===== src/rtl/tour_seq.sv =====
// Knight's-tour sequencer: kicks the solver, turns each stored move into a vertical
// and a horizontal motion command, and arbitrates the command port. Optional: TOUR_SEQ_POS_EN.
module tour_seq #(
    parameter int NUM_MOVES = 24,
    parameter int SOLVE_TO  = 2**22,
    parameter int TO_W      = 23
) (
    input  logic        clk,
    input  logic        rst,
    input  logic        start_tour,
    input  logic [2:0]  x_start,
    input  logic [2:0]  y_start,
    output logic        tour_go,
    input  logic        tour_done,
    output logic [4:0]  indx,
    input  logic [7:0]  move,
    input  logic [15:0] ext_cmd,
    input  logic        ext_vld,
    output logic        ext_rdy,
    output logic [15:0] cmd,
    output logic        cmd_vld,
    input  logic        cmd_rdy,
    input  logic        cmd_cmplt,
    output logic        busy,
    output logic        tour_cmplt,
`ifdef TOUR_SEQ_POS_EN
    output logic [2:0]  cur_x,
    output logic [2:0]  cur_y,
`endif
    output logic        err
);

    typedef enum logic [2:0] {
        S_IDLE, S_START, S_WAIT_SOLVE, S_FETCH, S_LEG_V, S_WAIT_V, S_LEG_H, S_WAIT_H
    } state_t;

    state_t            state_q, state_d;
    logic [TO_W-1:0]   to_cnt_q, to_cnt_d;
    logic [4:0]        indx_q, indx_d;
    logic [7:0]        mv_q, mv_d;
    logic signed [2:0] dx, dy;
    logic [2:0]        adx, ady;
    logic [15:0]       vcmd, hcmd;
    logic              pos_bad_v, pos_bad_h;

    always_comb begin
        dx = 3'sd0;
        dy = 3'sd0;
        case (mv_q)
            8'h01: begin dx = -3'sd1; dy =  3'sd2; end
            8'h02: begin dx =  3'sd1; dy =  3'sd2; end
            8'h04: begin dx = -3'sd2; dy =  3'sd1; end
            8'h08: begin dx = -3'sd2; dy = -3'sd1; end
            8'h10: begin dx = -3'sd1; dy = -3'sd2; end
            8'h20: begin dx =  3'sd1; dy = -3'sd2; end
            8'h40: begin dx =  3'sd2; dy = -3'sd1; end
            8'h80: begin dx =  3'sd2; dy =  3'sd1; end
            default: ;
        endcase
    end

    assign adx  = dx[2] ? 3'(-dx) : 3'(dx);
    assign ady  = dy[2] ? 3'(-dy) : 3'(dy);
    assign vcmd = {4'h2, (dy[2] ? 8'h7F : 8'h00), 1'b0, ady};
    assign hcmd = {4'h3, (dx[2] ? 8'h3F : 8'hBF), 1'b0, adx};

`ifdef TOUR_SEQ_POS_EN
    logic [2:0] cur_x_q, cur_x_d, cur_y_q, cur_y_d, nx, ny;

    // 3-bit wrap: an off-board step lands on 5..7, so a single compare catches both edges
    assign nx        = cur_x_q + dx;
    assign ny        = cur_y_q + dy;
    assign pos_bad_v = (ny > 3'd4);
    assign pos_bad_h = (nx > 3'd4);

    always_comb begin
        cur_x_d = cur_x_q;
        cur_y_d = cur_y_q;
        if (state_q == S_START) begin
            cur_x_d = x_start;
            cur_y_d = y_start;
        end else if (state_q == S_WAIT_V && cmd_cmplt && !pos_bad_v) begin
            cur_y_d = ny;
        end else if (state_q == S_WAIT_H && cmd_cmplt && !pos_bad_h) begin
            cur_x_d = nx;
        end
    end

    always_ff @(posedge clk) begin
        if (rst) begin
            cur_x_q <= '0;
            cur_y_q <= '0;
        end else begin
            cur_x_q <= cur_x_d;
            cur_y_q <= cur_y_d;
        end
    end

    assign cur_x = cur_x_q;
    assign cur_y = cur_y_q;
`else
    logic unused_start;
    assign unused_start = ^{x_start, y_start};
    assign pos_bad_v    = 1'b0;
    assign pos_bad_h    = 1'b0;
`endif

    always_comb begin
        state_d    = state_q;
        to_cnt_d   = to_cnt_q;
        indx_d     = indx_q;
        mv_d       = mv_q;
        tour_go    = 1'b0;
        ext_rdy    = 1'b0;
        cmd        = '0;
        cmd_vld    = 1'b0;
        tour_cmplt = 1'b0;
        err        = 1'b0;
        case (state_q)
            S_IDLE: begin
                // start_tour takes the port; the coincident ext command stays pending
                if (!rst) begin
                    cmd     = ext_cmd;
                    cmd_vld = ext_vld & ~start_tour;
                    ext_rdy = cmd_rdy & ~start_tour;
                end
                if (start_tour) state_d = S_START;
            end
            S_START: begin
                tour_go  = 1'b1;
                to_cnt_d = '0;
                indx_d   = '0;
                state_d  = S_WAIT_SOLVE;
            end
            S_WAIT_SOLVE: begin
                if (tour_done) begin
                    state_d = S_FETCH;
                end else if (to_cnt_q == TO_W'(SOLVE_TO - 1)) begin
                    err     = 1'b1;
                    state_d = S_IDLE;
                end else begin
                    to_cnt_d = to_cnt_q + 1'b1;
                end
            end
            S_FETCH: begin
                mv_d = move;
                if (!$onehot(move)) begin
                    err     = 1'b1;
                    state_d = S_IDLE;
                end else begin
                    state_d = S_LEG_V;
                end
            end
            S_LEG_V: begin
                cmd     = vcmd;
                cmd_vld = 1'b1;
                if (cmd_rdy) state_d = S_WAIT_V;
            end
            S_WAIT_V: begin
                if (cmd_cmplt) begin
                    if (pos_bad_v) begin
                        err     = 1'b1;
                        state_d = S_IDLE;
                    end else begin
                        state_d = S_LEG_H;
                    end
                end
            end
            S_LEG_H: begin
                cmd     = hcmd;
                cmd_vld = 1'b1;
                if (cmd_rdy) state_d = S_WAIT_H;
            end
            S_WAIT_H: begin
                if (cmd_cmplt) begin
                    if (pos_bad_h) begin
                        err     = 1'b1;
                        state_d = S_IDLE;
                    end else if (indx_q == 5'(NUM_MOVES - 1)) begin
                        tour_cmplt = 1'b1;
                        state_d    = S_IDLE;
                    end else begin
                        indx_d  = indx_q + 5'd1;
                        state_d = S_FETCH;
                    end
                end
            end
            default: state_d = S_IDLE;
        endcase
    end

    always_ff @(posedge clk) begin
        if (rst) begin
            state_q  <= S_IDLE;
            to_cnt_q <= '0;
            indx_q   <= '0;
            mv_q     <= '0;
        end else begin
            state_q  <= state_d;
            to_cnt_q <= to_cnt_d;
            indx_q   <= indx_d;
            mv_q     <= mv_d;
        end
    end

    assign indx = indx_q;
    assign busy = (state_q != S_IDLE);

endmodule


===== config.mk =====
export PLATFORM = sky130hd
export DESIGN_NAME = tour_seq
export DESIGN_NICKNAME = d
export VERILOG_FILES = /design/src/rtl/tour_seq.sv
export SDC_FILE = /design/constraint.sdc
export NUM_CORES = 1
export LEC_CHECK = 0
export CELL_PAD_IN_SITES_DETAIL_PLACEMENT = 2
export CELL_PAD_IN_SITES_GLOBAL_PLACEMENT = 2
export CORE_MARGIN = 10
export CORE_UTILIZATION = 28
export DETAILED_ROUTE_END_ITERATION = 16
export PLACE_DENSITY = 0.82
export SLEW_MARGIN = 15
export SYNTH_ARGS = -nofsm -noshare
export SYNTH_HDL_FRONTEND = slang
export SYNTH_SLANG_ARGS = --single-unit

===== constraint.sdc =====
create_clock -name clk -period 3.9 [get_ports clk]
set_clock_uncertainty 0.2 [all_clocks]
set_input_delay 0.39 -clock clk [delete_from_list [all_inputs] [get_ports clk]]
set_output_delay 0.39 -clock clk [all_outputs]
set_load 0.1 [all_outputs]

==> flow_summary.ini <==
[outcome]
status = finished, violations left
violations = negative setup slack

[setup_path]
timing.rr.start = state_q[1]
cp.required_ns = 3.31
crit_type = primary input to output port
end_kind = output port
worstPathMaxFanout = 2
crit_arrival_ns = 3.44
crit_path_top_delay_cell = fa_1
startpoint = move[3]
reg2reg_depth = 5
slowest_delay_ns = 0.56
startpoint_type = primary input
rr_endpoint = to_cnt_q[8]
crit_top_cell = fa_1
crit_chain = buf_8 > inv_4 > fa_1 > fa_1 > fa_1 > inv_2 > ha_4 > inv_2 > fa_2 > nor2b_4 > o211ai_1 > inv_1 > o21ai_2 > buf_12
r2r_slack_ns = 1.20
crit_end = err

[pwr]
p_comb_frac = 0.507
p_leak_nw = 1.43
p_total_mw = 1.55
peakVddDrop_mv = 0.158
switching_share = 0.460
p_sw_uw = 713
internal_power_uw = 839
power_density_nw_per_um2 = 411
pwr-share-clk = 0.201
p_seq_frac = 0.292

[synthesis]
synth-simple-area-share = 0.323
synth_compound_area_frac = 0.215
synthMuxAreaShare = 0.0152
synthTopCellsByArea = dfxtp_1 (29%), a21oi_1 (7.0%), nor2_1 (6.2%), nand2_1 (4.4%), nand3_1 (3.3%)
ys_warn_count = 0
syn_nets = 411
synthFlopType = dfxtp_1
avgSynthCellArea_um2 = 7.47
seq_area_frac_synth = 0.288
ys_ff_latch = 39
synth_edf_count = 0
synth_top_area_share = 0.288
netlist.top_cell.by_area = dfxtp_1
syn_inst = 363
synthXorXnorAreaFrac = 0.0258
synthArstFlopShare = 0
synth_top_family_by_area = simple AND/OR/NAND/NOR gates
synth_fa_ha_area_frac = 0.0618
syn_area_um2 = 2710
yosysUniqueCellTypes = 58

[route]
dr.pass1.iters = 4
route.detailed.drc = 0
drt_wl_total_mm = 10.2
wl_per_cell_um = 18.5
via_per_inst = 5.36
num_vias = 2965
dr.first_iter.drc_count = 88
ant_nets = 0

[clocking]
cts_tree = built
htreeDepth = 2
worstSkewPairLatency_ns = 0.30
root_buffer = clkbuf_8
cts_inserted_buffers = 5
cts.reportedPaths.clkPinSlew_ns = 0.09
clockBufferDepth = 2
clkSinkCount = 39

[sta]
rsz0062_at_grt = yes
final-setup-viol-count = 2
clock.fmax_mhz = 248
hold_viol_final = 0
setup_ws_ns = -0.128
relSlewSlack = 0.334
slew_viol_final = 0
min_period_ns = 4.03
worst_slew_pin_slew_ns = 0.996
period_share = 1.03
holdWs_ns = 0.298
setup_tns_ns = -0.229

[floorplanning]
ioPinCount = 64
rows = 35
die_y_um = 118
die-area_um2 = 14000
core-area_um2 = 9330
die_w_um = 118
start_util = 0.291

[grt]
grt_pass1_vias = 3279
gr-total-overflow = 0
grt_max_degree = 21
grt_pass1_wl_mm = 17.0
antenna_found_initial = 0
track_usage = 0.144

[layout]
fin_nets = 471
syn_to_final_growth_pct = 39.4
finish.utilization = 0.405
fillers = 1049
post_route_cells_drive_above_1_share = 0.179
final_cell_mix = nor2_1 (45), dfxtp_1 (39), a21oi_1 (38), nand2_1 (32), clkdlybuf4s50_1 (32)
layout_commonest_cell = nor2_1
diodes = 0

[run]
maxCapViolCount = 0

[placed_design]
port_buffers = 57
gp_congestion = 0.762
pre_cts_ws_ns = -0.745
dp_hpwl_mm = 7.76

[worst_hold_path]
hp-class = flip-flop to flip-flop
==> cell type report <==
type,count,area [µm²],share of cell area
flip-flops and latches,39,781,0.207
inverters,25,97.6,0.0258
repair buffers,73,862,0.228
multi-input cells,279,1780,0.471
well taps,129,161,0.0427
clock buffers,6,82.6,0.0218
clock inverters,2,13.8,0.00364
==> stage by stage <==
| step | std cells | cell area [µm²] |
|---|---|---|
| 6_report | 553 | 3780 |
| 5_1_grt | 553 | 3780 |
| 4_1_cts | 552 | 3760 |
| 3_5_place_dp | 537 | 3590 |
| 3_3_place_gp | 537 | 3590 |
| 2_1_floorplan | 363 | 2720 |
==> sequential cells by signal, summed over array words and instances (netlist names) <==
register  cells
indx          5
mv_q          8
state_q       3
to_cnt_q     23
==> power groups by stage <==
stage	Clock (mW)	Sequential [mW]	Combinational (mW)
floorplan	0	0.429	0.518
global route	0.339	0.459	0.844
CTS	0.314	0.453	0.777
global placement	0	0.459	0.711
finish	0.312	0.453	0.787
detailed placement	0	0.462	0.733
==> worst min path at each step <==
stage	start	to	depth (start not counted)
after floorplan	to_cnt_q[22]	to_cnt_q[22]	1
after detailed placement	to_cnt_q[22]	to_cnt_q[22]	1
after CTS	to_cnt_q[22]	to_cnt_q[22]	1
after global routing	to_cnt_q[22]	to_cnt_q[22]	1
after global placement	to_cnt_q[22]	to_cnt_q[22]	1
final	to_cnt_q[22]	to_cnt_q[22]	1
==> cells by family after synthesis <==
logic type / count (synthesis)
AO/OA/AOI/OAI: 94
flip-flops: 39
AND/OR/NAND/NOR: 162
adder cells (fa/ha/maj): 11
buffers and inverters: 45
multiplexers: 4
XOR/XNOR: 8
==> layer usage <==
| layer | vias up | share of wire | GRT usage | routed length, µm |
|---|---|---|---|---|
| li1 | 1425 | - | - | - |
| met1 | 1484 | 0.44 | 0.169 | 4460 |
| met2 | 45 | 0.53 | 0.264 | 5380 |
| met3 | 11 | 0.023 | 0.0186 | 237 |
| met4 | 0 | 0.016 | 0.0473 | 161 |
| met5 | - | 0 | 0 | 0 |
==> Yosys cell counts, types with 5 or more instances <==
| cell | n |
|---|---|
| o21ai_0 | 15 |
| or3_1 | 5 |
| nand3b_1 | 5 |
| o31ai_1 | 6 |
| dfxtp_1 | 39 |
| ha_1 | 7 |
| nand4_1 | 6 |
| o21ai_1 | 5 |
| nor3_1 | 8 |
| inv_1 | 24 |
| a21oi_1 | 38 |
| nor2_1 | 45 |
| nor4_1 | 7 |
| nand2_1 | 32 |
| clkbuf_1 | 16 |
| nand3_1 | 18 |
| or4_1 | 8 |
==> timing repair <==
action | 4_1_cts | 5_1_grt
hold buffers | 0 | 0
pin swaps | 7 | 6
endpoints found under the setup margin | 2 | 2
setup buffers | 7 | 1
gates resized for setup | 24 | 3
==> critical path, delay by kind of cell <==
kind	cells	cell delay (ns)
AND/OR/NAND/NOR	1	0.14
adder cells (fa/ha/maj)	5	1.94
buffers and inverters	6	0.51
AO/OA/AOI/OAI	2	0.44
Note: power is estimated with default switching activity, not from simulation.
